File: src/rtl/operand_skid_buffer.sv
// Two-entry valid/ready skid buffer that registers the selected 16-bit operand ahead of the ALU.
// Define SKID_STALL_CNT_EN to add a saturating stall_count output.
module operand_skid_buffer #(
  parameter int WIDTH       = 16,
  parameter int STALL_CNT_W = 16
) (
  input  logic                   clk,
  input  logic                   reset,
  input  logic [WIDTH-1:0]       in_data,
  input  logic                   in_valid,
  output logic                   in_ready,
  output logic [WIDTH-1:0]       out_data,
  output logic                   out_valid,
  input  logic                   out_ready
`ifdef SKID_STALL_CNT_EN
  ,
  output logic [STALL_CNT_W-1:0] stall_count
`endif
);

  // Handshake: a word moves on a rising edge where valid and ready are both high;
  // in_ready depends only on skid_v, so back-pressure never ripples combinationally upstream.
  logic             main_v;
  logic             skid_v;
  logic [WIDTH-1:0] main_d;
  logic [WIDTH-1:0] skid_d;
  logic             accept;
  logic             drain;

  if (STALL_CNT_W < 1) begin : g_bad_stall_cnt_w
    $error("STALL_CNT_W must be at least 1");
  end

  assign in_ready  = ~skid_v;
  assign out_valid = main_v;
  assign out_data  = main_d;
  assign accept    = in_valid & in_ready;
  assign drain     = main_v & out_ready;

  // Occupancy is encoded by {main_v, skid_v}; 2'b01 cannot be reached.
  always_ff @(posedge clk) begin
    if (reset) begin
      main_v <= 1'b0;
      skid_v <= 1'b0;
      main_d <= '0;
      skid_d <= '0;
    end else begin
      case ({main_v, skid_v})
        2'b00: begin
          if (accept) begin
            main_d <= in_data;
            main_v <= 1'b1;
          end
        end
        2'b10: begin
          if (accept && drain) begin
            main_d <= in_data;
          end else if (accept) begin
            skid_d <= in_data;
            skid_v <= 1'b1;
          end else if (drain) begin
            main_v <= 1'b0;
          end
        end
        2'b11: begin
          if (drain) begin
            main_d <= skid_d;
            skid_v <= 1'b0;
          end
        end
        default: begin
          main_v <= main_v;
        end
      endcase
    end
  end

`ifdef SKID_STALL_CNT_EN
  always_ff @(posedge clk) begin
    if (reset) begin
      stall_count <= '0;
    end else if (main_v && !out_ready && (stall_count != '1)) begin
      stall_count <= stall_count + STALL_CNT_W'(1);
    end
  end
`endif

  skid_implies_main: assert property (@(posedge clk) disable iff (reset) skid_v |-> main_v);

endmodule
File: config.mk
export PLATFORM = sky130hd
export DESIGN_NAME = operand_skid_buffer
export DESIGN_NICKNAME = d
export VERILOG_FILES = /design/src/rtl/operand_skid_buffer.sv
export SDC_FILE = /design/constraint.sdc
export NUM_CORES = 1
export LEC_CHECK = 0
export BUFFER_PORTS_ARGS = -buffer_cell sky130_fd_sc_hd__buf_4
export CAP_MARGIN = 15
export CORE_MARGIN = 2
export CORE_UTILIZATION = 45
export DETAILED_ROUTE_END_ITERATION = 10
export GPL_ROUTABILITY_DRIVEN = 0
export PLACE_DENSITY = 0.69
export REMOVE_ABC_BUFFERS = 1
export SLEW_MARGIN = 0
export SYNTH_ARGS = -nofsm -noshare
export SYNTH_HDL_FRONTEND = slang
export SYNTH_SLANG_ARGS = --single-unit
File: constraint.sdc
create_clock -name clk -period 2.3 [get_ports clk]
set_input_delay 0.23 -clock clk [delete_from_list [all_inputs] [get_ports clk]]
set_output_delay 0.23 -clock clk [all_outputs]
set_load 0.005 [all_outputs]
==> metrics.md <==
| Metric | Value |
|---|---|
| Sw power | `about 0.64 mW` |
| Port Buffers | `37` |
| Max Fclk | `0.533 GHz` |
| Peak VDD IR | `0.467 mV` |
| Largest stage delay, worst path | `approximately 0.50 ns` |
| Min-delay src | `in_data[14]` |
| Drt pass-1 iters | `4` |
| Number of setup buffers added after CTS | `0` |
| Final Power | `1.96 mW` |
| FF-to-FF End | `out_data[7]` |
| Area added between synthesis and finish | `21.7%` |
| Worst Setup SP | `out_valid` |
| Drc violations | `0` |
| Crit path launch type | `flip-flop` |
| Cells on Worst Hold Path | `3` |
| Std cell rows | `21` |
| MaxCap Viol Count | `0` |
| Mapped Avg Cell Area | `9.57 µm²` |
| Yosys Warn Count | `0` |
| Instance count on the critical path | `7` |
| Area leader, netlist | `dfxtp_1` |
| H-tree levels | `2` |
| Worst reg-to-reg path cell count | `7` |
| Initial antenna violation count | `0` |
| Leading cell type in the layout, fill and taps excluded | `buf_4` |
| Hold_buf cts | `0` |
| Die width | `64.1 µm` |
| Slew Viols, Final | `0` |
| DP Cell Count | `245` |
| Fin cells | `252` |
| Number of I/O pins | `38` |
| Endpoints failing hold | `0` |
| Finished layout cell area | `1980 µm²` |
| Remaining antenna violation count | `0` |
| Worst-path clk slew | `0.10 ns` |
| Worst Hold Class | `in -> reg` |
| Final Cycle Share | `slightly above 80%` |
| Critical path type | `reg -> reg` |
| Logic pwr share | `36.7%` |
| Routed length on met2 | `~1600 µm` |
| Post-place instance area | `1900 µm²` |
| Metal3 WL | `slightly below 200 µm` |
| Internal cell power | `about 1.3 mW` |
| CP arrival | `2.14 ns` |
| Largest net degree at the start of global routing | `35` |
| Family with the most delay on the worst path | `flip-flops` |
| Worst-Skew Late Latency | `0.34 ns` |
| Routed wire length | `about 3500 µm` |
| Final Setup Violations | `0` |
| All-Layer GR Usage | `18.4%` |
| Cell count after synthesis | `170` |
| Sink Count | `34` |
| Critical Path RT | `between 2 and 3 ns` |
| Share of cells above drive strength 1 | `32.0%` |
| Grt ovf | `0` |
| CTS tree | `done` |
| Slew @ Worst Pin | `0.410 ns` |
| Min cycle time layout | `around 1.9 ns` |
| Reg power frac | `40.2%` |
| Via count | `1,333` |
| Status | `finished, final reports clean` |
| Starting Density | `47.6%` |
| RSZ-0062 raised after global routing | `false` |
| Setup_tns | `0 ns` |
| Worst setup EP type | `flip-flop` |
| P_leak | `0.754 nW` |
| Hold Path End | `skid_d[14]` |
| Vias in the first global route | `1,283` |
| Met1 wire length | `between 1500 and 2000 µm` |
| Switching Fraction | `32.8%` |
| Resized cells post-CTS | `0` |
| Buf/Inv on CP | `2` |
| CP max stage cell | `dfxtp_1` |
| Top layer in use | `met4` |
| Clock power share | `23.1%` |
| Mapped cell area | `between 1500 and 2000 µm²` |
| First-pass GRT wire length | `about 6000 µm` |
| Seq/Total Area, Yosys | `41.8%` |
| Max Buffers Root-to-Sink | `2` |
| Clock Skew | `around 0.0062 ns` |
| Vias/cell | `5.29` |
| Reg-to-reg startpoint | `out_valid` |
| DR WL/cell | `~14 µm` |
| Fillcell total | `around 320` |
| Seq cells post-synth | `34` |
| CTS Buf Count | `5` |
| 1st-iter DRT viols | `47` |
| Reg2reg setup slack | `0.42 ns` |
| Die footprint | `4110 µm²` |
| ANT cells | `0` |
| Pwr Density | `991 nW/µm²` |
| Placed wire-length estimate | `2490 µm` |
| Nets | `between 200 and 250` |
| Core area | `3420 µm²` |
| Distinct cells, synth | `27` |
| CP max FO | `16` |
| Relative slew slack | `~73%` |
| Synth top area cells | `dfxtp_1 (42%), mux2i_1 (10%), a21oi_1 (10%)` |
| Root buf cell | `clkbuf_4` |
| Top cell type's share of synthesized area | `41.8%` |
| Die H | `64.1 µm` |
| Critical Path, Cell by Cell | `inv_1, ha_1, nor2b_1, a221oi_4, buf_4, a21oi_1, a211oi_2` |
| Most frequent cells in the layout | `buf_4 (43), dfxtp_1 (34), nand2_1 (33), a21oi_1 (33), mux2i_1 (17)` |
cell usage after synthesis:
cell type  count
mux2i_1       17
and4b_2        1
a31o_2         1
buf_2          3
nor2b_2        1
inv_1          2
and3_2         1
a21oi_1       33
a221oi_4       1
nor2b_1        3
ha_1           5
clkbuf_8       1
clkbuf_1       5
and2_1         1
buf_1          1
dfxtp_1       34
buf_12         1
nand2_1       33
nand3_1        2
a211oi_1       7
buf_6          2
nand2b_4       1
a31oi_1        1
nand4b_1       1
nor2_1         1
a211oi_2      10
buf_8          1
worst max path at each step:
| stage | endpoint | slack (ns) |
|---|---|---|
| final | out_data[7] | 0.42 |
| after global routing | out_data[15] | 0.25 |
| after CTS | out_data[15] | 0.42 |
| after detailed placement | out_data[14] | 0.44 |
| after global placement | out_data[15] | 0.54 |
| after floorplan | out_data[10] | -0.08 |
worst register-to-register path, delay by kind of cell (launching register included):
family	cells	cell delay, ns
adder cells (fa/ha/maj)	1	0.29
buffers and inverters	2	0.36
flip-flops	1	0.50
AO/OA/AOI/OAI	3	0.50
AND/OR/NAND/NOR	1	0.15
area by class of cell:
type	instances	area [µm²]	share of cell area, %
multi-input combinational	120	830	41.9
timing repair buffer	43	323	16.3
inverter	2	7.51	0.379
sequential	34	681	34.4
clock inverter	1	30.0	1.52
clock buffer	6	51.3	2.59
tap	46	57.6	2.91
cell families after synthesis:
group	share of synthesized area (%)
AO/OA/AOI/OAI	23.6
AND/OR/NAND/NOR	13.1
flip-flops	41.8
multiplexers	10.5
buffers and inverters	7.15
adder cells (fa/ha/maj)	3.85
power groups by stage:
stage	Clock, mW	Sequential [mW]	Combinational (mW)
after CTS	0.467	0.788	0.726
final	0.453	0.788	0.720
after global placement	0	0.798	0.700
after detailed placement	0	0.800	0.725
after global routing	0.502	0.802	0.791
after floorplan	0	0.792	0.405
stage by stage:
stage | utilization [%] | hold slack (ns) | worst slack, ns
after floorplan | - | 0.295 | -0.0846
after global placement | 55.6 | 0.441 | 0.538
after detailed placement | 55.6 | 0.447 | 0.437
after CTS | 57.9 | 0.123 | 0.419
after global routing | 57.9 | 0.111 | 0.253
final | 57.9 | 0.139 | 0.424
per-layer routing:
metal	GRT usage, %	up-vias
li1	-	671
met3	5.99	6
met1	23.5	620
met4	6.38	0
met2	29.3	36
met5	0	-
flip-flops by register name, summed over array words and instances (netlist names):
name	flops
skid_v	1
out_data	16
skid_d	16
out_valid	1
Power figures use the tool's default switching activity.
